--- src/rtl/fb_arbiter_if.sv ---
// -----------------------------------------------------------------------------
// fb_arbiter_if
// Bundles every frame-buffer arbiter signal except clock and reset: the
// scanout read channel, the host write and host read handshakes, the RAM
// command/response port and the starve flag.
//   master : the surrounding system (scanout, host, RAM model) drives requests
//            and mem_rdata, and receives the responses.
//   slave  : the arbiter itself.
// -----------------------------------------------------------------------------
interface fb_arbiter_if #(
   parameter int ADDR_W = 14,
   parameter int DATA_W = 8
);
   // scanout channel
   logic              scan_req;
   logic [ADDR_W-1:0] scan_addr;
   logic [DATA_W-1:0] scan_data;
   logic              scan_valid;
   // host write channel
   logic              wr_valid;
   logic              wr_ready;
   logic [ADDR_W-1:0] wr_addr;
   logic [DATA_W-1:0] wr_data;
   // host read channel
   logic              rd_valid;
   logic              rd_ready;
   logic [ADDR_W-1:0] rd_addr;
   logic [DATA_W-1:0] rd_data;
   logic              rd_data_valid;
   // RAM port
   logic              mem_en;
   logic              mem_we;
   logic [ADDR_W-1:0] mem_addr;
   logic [DATA_W-1:0] mem_wdata;
   logic [DATA_W-1:0] mem_rdata;
   // starvation monitor
   logic              starve;
   logic              starve_clr;

   modport master (
      output scan_req, scan_addr, wr_valid, wr_addr, wr_data,
             rd_valid, rd_addr, mem_rdata, starve_clr,
      input  scan_data, scan_valid, wr_ready, rd_ready, rd_data,
             rd_data_valid, mem_en, mem_we, mem_addr, mem_wdata, starve
   );

   modport slave (
      input  scan_req, scan_addr, wr_valid, wr_addr, wr_data,
             rd_valid, rd_addr, mem_rdata, starve_clr,
      output scan_data, scan_valid, wr_ready, rd_ready, rd_data,
             rd_data_valid, mem_en, mem_we, mem_addr, mem_wdata, starve
   );
endinterface

--- src/rtl/fb_arbiter.sv ---
// -----------------------------------------------------------------------------
// fb_arbiter
// Shares the single-port 128x96x8 frame-buffer RAM between VGA scanout (always
// wins), a host write port and a host read port (round-robin between them).
// Grant is combinational; the granted command is registered onto the RAM port
// one cycle later, and read data comes back on scan_data / rd_data with a
// fixed 3-cycle latency and a one-cycle strobe.
// Ports:
//   clk   : PLL pixel clock
//   rst_n : asynchronous active-low reset
//   bus   : fb_arbiter_if.slave (scanout, host wr/rd, RAM port, starve flag)
// -----------------------------------------------------------------------------
module fb_arbiter #(
   parameter int ADDR_W     = 14,
   parameter int DATA_W     = 8,
   parameter int DEPTH      = 12288,
   parameter int STARVE_MAX = 1023
) (
   input logic         clk,
   input logic         rst_n,
   fb_arbiter_if.slave bus
);

   localparam logic [ADDR_W-1:0] DEPTH_A    = ADDR_W'(DEPTH);
   localparam logic [9:0]        STARVE_LIM = 10'(STARVE_MAX);

   typedef enum logic       {HOST_WR, HOST_RD} host_e;
   typedef enum logic [1:0] {SRC_NONE, SRC_SCAN, SRC_RD} src_e;
   typedef struct packed {
      src_e src;
      logic oor;
   } tag_t;

   host_e      last_host;
   tag_t       tag1, tag2;
   logic [9:0] starve_cnt;

   logic scan_gnt, wr_gnt, rd_gnt;
   logic scan_oor, wr_oor, rd_oor;
   logic host_stall;

   // Grant: scan first, then the host port that did not win last time when
   // both are asking. last_host resets to RD so the first contest goes to WR.
   assign scan_gnt = bus.scan_req;
   assign wr_gnt   = !bus.scan_req && bus.wr_valid &&
                     (!bus.rd_valid || last_host == HOST_RD);
   assign rd_gnt   = !bus.scan_req && bus.rd_valid &&
                     (!bus.wr_valid || last_host == HOST_WR);

   assign bus.wr_ready = wr_gnt;
   assign bus.rd_ready = rd_gnt;

   assign scan_oor = bus.scan_addr >= DEPTH_A;
   assign wr_oor   = bus.wr_addr   >= DEPTH_A;
   assign rd_oor   = bus.rd_addr   >= DEPTH_A;

   // A host is waiting but neither host port won this cycle.
   assign host_stall = (bus.wr_valid || bus.rd_valid) && !(wr_gnt || rd_gnt);

   // Command register and stage-1 read tag. Out-of-range accesses never reach
   // the RAM; reads among them still carry a tag so data returns as 0 on time.
   // NOTE: sequential state uses non-blocking (<=) so every register samples
   // the pre-edge value of every other register, independent of block order.
   always_ff @(posedge clk or negedge rst_n) begin
      if (!rst_n) begin
         bus.mem_en    <= 1'b0;
         bus.mem_we    <= 1'b0;
         bus.mem_addr  <= '0;
         bus.mem_wdata <= '0;
         tag1          <= '{src: SRC_NONE, oor: 1'b0};
         last_host     <= HOST_RD;
      end else begin
         bus.mem_en <= 1'b0;
         bus.mem_we <= 1'b0;
         tag1       <= '{src: SRC_NONE, oor: 1'b0};
         if (scan_gnt) begin
            bus.mem_en   <= !scan_oor;
            bus.mem_addr <= bus.scan_addr;
            tag1         <= '{src: SRC_SCAN, oor: scan_oor};
         end else if (wr_gnt) begin
            bus.mem_en    <= !wr_oor;
            bus.mem_we    <= !wr_oor;
            bus.mem_addr  <= bus.wr_addr;
            bus.mem_wdata <= bus.wr_data;
            last_host     <= HOST_WR;
         end else if (rd_gnt) begin
            bus.mem_en   <= !rd_oor;
            bus.mem_addr <= bus.rd_addr;
            tag1         <= '{src: SRC_RD, oor: rd_oor};
            last_host    <= HOST_RD;
         end
      end
   end

   // Stage-2 tag lines up with mem_rdata; on exit the data is registered into
   // the output selected by the tag, the other output keeps its last value.
   // NOTE: the tag pipeline is reset to NONE so reads in flight at reset are
   // dropped and never produce a strobe afterwards.
   always_ff @(posedge clk or negedge rst_n) begin
      if (!rst_n) begin
         tag2              <= '{src: SRC_NONE, oor: 1'b0};
         bus.scan_data     <= '0;
         bus.scan_valid    <= 1'b0;
         bus.rd_data       <= '0;
         bus.rd_data_valid <= 1'b0;
      end else begin
         tag2              <= tag1;
         bus.scan_valid    <= 1'b0;
         bus.rd_data_valid <= 1'b0;
         case (tag2.src)
            SRC_SCAN: begin
               bus.scan_valid <= 1'b1;
               bus.scan_data  <= tag2.oor ? {DATA_W{1'b0}} : bus.mem_rdata;
            end
            SRC_RD: begin
               bus.rd_data_valid <= 1'b1;
               bus.rd_data       <= tag2.oor ? {DATA_W{1'b0}} : bus.mem_rdata;
            end
            default: ;
         endcase
      end
   end

   // Starvation watch: count consecutive stalled host cycles, saturate at the
   // limit, and set the sticky flag on a stalled cycle that finds the counter
   // already saturated (i.e. after STARVE_MAX+1 stalls). Set beats clear.
   always_ff @(posedge clk or negedge rst_n) begin
      if (!rst_n) begin
         starve_cnt <= '0;
         bus.starve <= 1'b0;
      end else begin
         if (!host_stall) begin
            starve_cnt <= '0;
         end else if (starve_cnt != STARVE_LIM) begin
            starve_cnt <= starve_cnt + 10'd1;
         end

         if (host_stall && starve_cnt == STARVE_LIM) begin
            bus.starve <= 1'b1;
         end else if (bus.starve_clr) begin
            bus.starve <= 1'b0;
         end
      end
   end

endmodule

--- src/flat_wrapper.sv ---
// flat-port wrapper written by rule: the top's interface ports become plain ports
module fb_arbiter_flat 
#(
   parameter int ADDR_W     = 14,
   parameter int DATA_W     = 8,
   parameter int DEPTH      = 12288,
   parameter int STARVE_MAX = 1023
)
  (clk, rst_n, bus_scan_req, bus_scan_addr, bus_wr_valid, bus_wr_addr, bus_wr_data, bus_rd_valid, bus_rd_addr, bus_mem_rdata, bus_starve_clr, bus_scan_data, bus_scan_valid, bus_wr_ready, bus_rd_ready, bus_rd_data, bus_rd_data_valid, bus_mem_en, bus_mem_we, bus_mem_addr, bus_mem_wdata, bus_starve);
  fb_arbiter_if #(.ADDR_W(ADDR_W), .DATA_W(DATA_W)) bus_i ();
  input logic clk;
  input logic rst_n;
  input wire logic [$bits(bus_i.scan_req)-1:0] bus_scan_req;
  input wire logic [$bits(bus_i.scan_addr)-1:0] bus_scan_addr;
  input wire logic [$bits(bus_i.wr_valid)-1:0] bus_wr_valid;
  input wire logic [$bits(bus_i.wr_addr)-1:0] bus_wr_addr;
  input wire logic [$bits(bus_i.wr_data)-1:0] bus_wr_data;
  input wire logic [$bits(bus_i.rd_valid)-1:0] bus_rd_valid;
  input wire logic [$bits(bus_i.rd_addr)-1:0] bus_rd_addr;
  input wire logic [$bits(bus_i.mem_rdata)-1:0] bus_mem_rdata;
  input wire logic [$bits(bus_i.starve_clr)-1:0] bus_starve_clr;
  output wire logic [$bits(bus_i.scan_data)-1:0] bus_scan_data;
  output wire logic [$bits(bus_i.scan_valid)-1:0] bus_scan_valid;
  output wire logic [$bits(bus_i.wr_ready)-1:0] bus_wr_ready;
  output wire logic [$bits(bus_i.rd_ready)-1:0] bus_rd_ready;
  output wire logic [$bits(bus_i.rd_data)-1:0] bus_rd_data;
  output wire logic [$bits(bus_i.rd_data_valid)-1:0] bus_rd_data_valid;
  output wire logic [$bits(bus_i.mem_en)-1:0] bus_mem_en;
  output wire logic [$bits(bus_i.mem_we)-1:0] bus_mem_we;
  output wire logic [$bits(bus_i.mem_addr)-1:0] bus_mem_addr;
  output wire logic [$bits(bus_i.mem_wdata)-1:0] bus_mem_wdata;
  output wire logic [$bits(bus_i.starve)-1:0] bus_starve;
  assign bus_i.scan_req = bus_scan_req;
  assign bus_i.scan_addr = bus_scan_addr;
  assign bus_i.wr_valid = bus_wr_valid;
  assign bus_i.wr_addr = bus_wr_addr;
  assign bus_i.wr_data = bus_wr_data;
  assign bus_i.rd_valid = bus_rd_valid;
  assign bus_i.rd_addr = bus_rd_addr;
  assign bus_i.mem_rdata = bus_mem_rdata;
  assign bus_i.starve_clr = bus_starve_clr;
  assign bus_scan_data = bus_i.scan_data;
  assign bus_scan_valid = bus_i.scan_valid;
  assign bus_wr_ready = bus_i.wr_ready;
  assign bus_rd_ready = bus_i.rd_ready;
  assign bus_rd_data = bus_i.rd_data;
  assign bus_rd_data_valid = bus_i.rd_data_valid;
  assign bus_mem_en = bus_i.mem_en;
  assign bus_mem_we = bus_i.mem_we;
  assign bus_mem_addr = bus_i.mem_addr;
  assign bus_mem_wdata = bus_i.mem_wdata;
  assign bus_starve = bus_i.starve;
  fb_arbiter #(.ADDR_W(ADDR_W), .DATA_W(DATA_W), .DEPTH(DEPTH), .STARVE_MAX(STARVE_MAX)) u_core (.clk(clk), .rst_n(rst_n), .bus(bus_i));
endmodule
--- config.mk ---
export PLATFORM = sky130hd
export DESIGN_NAME = fb_arbiter_flat
export DESIGN_NICKNAME = d
export VERILOG_FILES = /design/src/rtl/fb_arbiter_if.sv /design/src/rtl/fb_arbiter.sv /design/src/flat_wrapper.sv
export SDC_FILE = /design/constraint.sdc
export NUM_CORES = 1
export LEC_CHECK = 0
export ABC_AREA = 1
export CORE_ASPECT_RATIO = 1.5
export CORE_UTILIZATION = 35
export CTS_CLUSTER_SIZE = 30
export DETAILED_ROUTE_END_ITERATION = 6
export PLACE_DENSITY = 0.74
export REMOVE_ABC_BUFFERS = 1
export SETUP_SLACK_MARGIN = 0.1
export SYNTH_ARGS = -nofsm -noshare
export SYNTH_HDL_FRONTEND = slang
export SYNTH_SLANG_ARGS = --single-unit
--- constraint.sdc ---
create_clock -name clk -period 1.78 [get_ports clk]
set_input_delay 0.356 -clock clk [delete_from_list [all_inputs] [get_ports clk]]
set_output_delay 0.356 -clock clk [all_outputs]
set_load 0.02 [all_outputs]
==> tab_implementation.tex <==
\begin{tabular}{lr}
\hline
Metric & Value \\
\hline
\multicolumn{2}{l}{\textbf{Global routing}} \\
Pin count of the biggest net entering global routing & 43 \\
Aggregate global-route resource usage & 18.37\% \\
Aggregate global routing overflow & 0 \\
Via count of the first global-routing pass & 2691 \\
Number of antenna violations at the first check in global routing & 0 \\
Global-route wire length before repair & 11720 µm \\
\multicolumn{2}{l}{\textbf{STA}} \\
WHS & 0.3532 ns \\
Pins Over Slew Limit & 0 \\
Final Hold Violating Endpoints & 0 \\
Worst slew margin & 66.86\% \\
Peak clock frequency supported by timing & 0.6068 GHz \\
Slew at the pin with the worst max-slew slack & 0.4965 ns \\
Time the worst path needs with I/O delays and setup & 1.648 ns \\
Final worst path period share & 92.58\% \\
Unrepaired setup endpoints after global routing & yes \\
Final-report setup violation count & 0 \\
Final Skew & 0.004384 ns \\
\multicolumn{2}{l}{\textbf{Power and ir drop}} \\
Leakage power & 0.002280 µW \\
Power density cells & 1009 nW/µm² \\
Peak supply drop & 453.4 µV \\
\multicolumn{2}{l}{\textbf{Worst setup path}} \\
Type of origin of the critical path & register \\
Endpoint kind of the worst setup timing path & output pin \\
Data required, critical path & 1.42 ns \\
Setup Crit Path Kind & register to output pin \\
Maximum net fanout on the critical path & 2 \\
Arrival time of data at the critical path endpoint & 1.29 ns \\
\multicolumn{2}{l}{\textbf{Routing}} \\
Routed wire length & 7193 µm \\
Remaining design rule violation count & 0 \\
Wirelength per Cell & 12.51 µm \\
Remaining antenna violation count after routing & 0 \\
Via total after detailed routing & 2682 \\
Detailed-route vias per instance & 4.664 \\
DRC marker count from the first detailed-route iteration & 128 \\
DR pass1 iterations & 4 \\
\multicolumn{2}{l}{\textbf{Logic synthesis}} \\
Commonest cells in the netlist & sky130\_fd\_sc\_hd\_\_nand2\_1, sky130\_fd\_sc\_hd\_\_dfrtp\_1, sky130\_fd\_sc\_hd\_\_nand3\_1 \\
Library cell with the highest instance count after synthesis & sky130\_fd\_sc\_hd\_\_nand2\_1 \\
Adder-cell share of the synthesized area & 0.4423\% \\
YS warnings & 0 \\
Syn\_area\_per\_cell & 8.345 µm² \\
Netlist area before placement & 2829 µm² \\
Distinct cell type count of the synthesized netlist & 25 \\
Simple-Gate Fraction of Synth Area & 30.08\% \\
Post-synth EDFFs & 0 \\
Post-synth top area share & 52.19\% \\
Number of instances in the synthesized netlist & 339 \\
Mux share of post-synthesis cell area & 6.369\% \\
Main area contributors after synthesis & sky130\_fd\_sc\_hd\_\_dfrtp\_1, sky130\_fd\_sc\_hd\_\_nand2\_1, sky130\_fd\_sc\_hd\_\_nand3\_1 \\
Cell taking the most area after synthesis & sky130\_fd\_sc\_hd\_\_dfrtp\_1 \\
Complex-gate fraction of the synthesized area & 2.477\% \\
Post-synthesis sequential area ratio & 53.12\% \\
Largest family of logic cells by synthesized area & simple AND/OR/NAND/NOR gates \\
Proportion of synthesized flip-flops having asynchronous set or reset & 100.0\% \\
Synthesis-stage register bit count & 60 \\
Most used DFF post-synth & sky130\_fd\_sc\_hd\_\_dfrtp\_1 \\
Parity-gate share of the synthesized area counting xor and xnor cells & 0.6192\% \\
\multicolumn{2}{l}{\textbf{Finish}} \\
Nets@finish & 534 \\
Share of layout cells above drive strength 1 & 15.01\% \\
Total of fill cells in the finished design & 728 \\
Syn-to-layout area delta & 59.49\% \\
Diodes inserted & 0 \\
Post-route non-filler standard cell count & 575 \\
\multicolumn{2}{l}{\textbf{Placement}} \\
Total half-perimeter wirelength after legalization and detailed placement & 5444 µm \\
Number of input and output port buffers inserted & 108 \\
Gp weighted congestion & 0.8656 \\
Number of instances in the placed design & 558 \\
\multicolumn{2}{l}{\textbf{Clock network}} \\
Buffers from clock root to sink, at most & 2 \\
H-tree Lvls & 3 \\
Clock root buffer & sky130\_fd\_sc\_hd\_\_clkbuf\_16 \\
Clock transition at the register clock pins on the worst setup and hold paths after CTS & 0.05 ns \\
CTS tree & built \\
Clock latency at the later pin of the worst-skew pair & 0.32 ns \\
Count of clock tree sinks & 60 \\
Number of buffers inserted during clock tree synthesis & 9 \\
\multicolumn{2}{l}{\textbf{Flow run}} \\
Total of max-cap violations & 0 \\
\multicolumn{2}{l}{\textbf{Die}} \\
Count of pins on the block boundary & 109 \\
Area of the core & 7710 µm² \\
Width of the chip & 75.41 µm \\
Die Footprint & 8454 µm² \\
Initial cell density of the core & 36.69\% \\
Standard-cell rows & 39 \\
Die Span Y & 112.1 µm \\
\multicolumn{2}{l}{\textbf{Hold path}} \\
Path type of the worst min-delay path & register to register \\
\multicolumn{2}{l}{\textbf{Run status}} \\
Status & finished clean \\
\hline
\end{tabular}
-- through the flow --
step           setup slack, ns  setup TNS, ns  cell area [µm²]  utilization [%]  power [µW]
6_report                0.1321              0             4512            58.52        4555
5_1_grt                0.08542              0             4512            58.52        4762
4_1_cts                0.07143              0             4459            57.84        4614
3_5_place_dp           -0.3282        -0.8404             4135            53.64        2735
3_3_place_gp           -0.3274        -0.6531             4135            53.64        2712
2_1_floorplan        -0.005079       -0.04063             2776                -        2107
-- routing by layer --
metal	track usage (%)	share of wire (%)	vias up
met2	33.15	55	88
li1	-	-	1323
met1	19.50	38	1259
met5	0	0	-
met4	7.531	2.0	0
met3	4.758	4.9	12
-- final timing paths --
path	cells past startpoint	slack, ns	startpoint	endpoint
setup / recovery	5	0.13	u_core.last_host	bus_wr_ready
setup reg to reg	8	0.34	u_core.last_host	u_core.bus.mem_wdata[2]
hold / removal	0	0.35	u_core.tag1[1]	u_core.tag2[1]
hold reg to reg	0	0.35	u_core.tag1[1]	u_core.tag2[1]
max in group asynchronous	3	0.65	rst_n	u_core.last_host
min in group asynchronous	2	0.52	rst_n	u_core.bus.mem_wdata[2]
-- cells by family after synthesis --
kind of cell,Yosys count
AO/OA/AOI/OAI,13
XOR/XNOR,2
adder cells (fa/ha/maj),1
multiplexers,16
buffers and inverters,48
AND/OR/NAND/NOR,199
flip-flops,60
-- flip-flops by register name (all words and copies together) (netlist names) --
register                  count
u_core.bus.scan_data          8
u_core.bus.rd_data_valid      1
u_core.tag2                   3
u_core.bus.mem_wdata          8
u_core.bus.rd_data            8
u_core.bus.mem_en             1
u_core.bus.scan_valid         1
u_core.bus.starve             1
u_core.tag1                   3
u_core.starve_cnt            10
u_core.bus.mem_we             1
u_core.last_host              1
u_core.bus.mem_addr          14
-- where the power goes --
part | leakage (µW) | switching (µW) | total [µW] | internal, µW
sequential | 0.000747 | 94.3 | 1640 | 1540
clock | 0.000158 | 561 | 1850 | 1290
combinational | 0.00138 | 511 | 1070 | 558
-- critical path, cell delays in order (launching register included) --
cell,delay (ns)
sky130_fd_sc_hd__dfstp_2,0.54
sky130_fd_sc_hd__inv_2,0.04
sky130_fd_sc_hd__nand2_2,0.07
sky130_fd_sc_hd__nand2_2,0.07
sky130_fd_sc_hd__nor2_4,0.13
sky130_fd_sc_hd__buf_6,0.12
-- layout by cell type (no fill, tap or decap) --
cell type                           n
sky130_fd_sc_hd__dlygate4sd2_1      1
sky130_fd_sc_hd__xor2_1             1
sky130_fd_sc_hd__or2_2              2
sky130_fd_sc_hd__clkbuf_8           2
sky130_fd_sc_hd__dlygate4sd3_1      1
sky130_fd_sc_hd__dlymetal6s2s_1    11
sky130_fd_sc_hd__clkinv_2           1
sky130_fd_sc_hd__nand3_2            1
sky130_fd_sc_hd__ha_1               1
sky130_fd_sc_hd__bufinv_16          2
sky130_fd_sc_hd__a21oi_1            7
sky130_fd_sc_hd__o21bai_1           2
sky130_fd_sc_hd__nor3_1             1
sky130_fd_sc_hd__o21ai_0            1
sky130_fd_sc_hd__nand2_2            4
sky130_fd_sc_hd__nor2_4             2
sky130_fd_sc_hd__clkbuf_16          9
sky130_fd_sc_hd__dfrtp_1           59
sky130_fd_sc_hd__nand2_1          107
sky130_fd_sc_hd__nand3b_1           3
sky130_fd_sc_hd__nand3_1           42
sky130_fd_sc_hd__clkdlybuf4s50_1   93
sky130_fd_sc_hd__a21oi_2            1
sky130_fd_sc_hd__xnor2_1            1
sky130_fd_sc_hd__clkinvlp_4         1
sky130_fd_sc_hd__mux2_2            16
sky130_fd_sc_hd__buf_4             20
sky130_fd_sc_hd__inv_2              3
sky130_fd_sc_hd__buf_12             1
sky130_fd_sc_hd__o21ai_1            2
sky130_fd_sc_hd__buf_6              1
sky130_fd_sc_hd__inv_1             35
sky130_fd_sc_hd__dfstp_2            1
sky130_fd_sc_hd__nor2_2             3
sky130_fd_sc_hd__nor2_1            34
sky130_fd_sc_hd__buf_2              1
-- what timing repair did --
item	CTS	global route
hold buffers	1	0
cloned	0	0
endpoints found under the setup margin	3	11
buffers inserted	0	1
pin swaps	0	1
gates resized for setup	9	17
hold endpoints to repair	18	0
-- area by class of cell --
cell class / count / area, µm² / area share [%]
clock inverter: 4 / 72.57 / 1.608
sequential: 60 / 1503 / 33.31
timing repair buffer: 129 / 1274 / 28.23
clock buffer: 11 / 252.7 / 5.602
tap: 102 / 127.6 / 2.829
multi-input combinational: 231 / 1140 / 25.26
inverter: 38 / 142.6 / 3.161
Note: power is estimated with default switching activity, not from simulation.
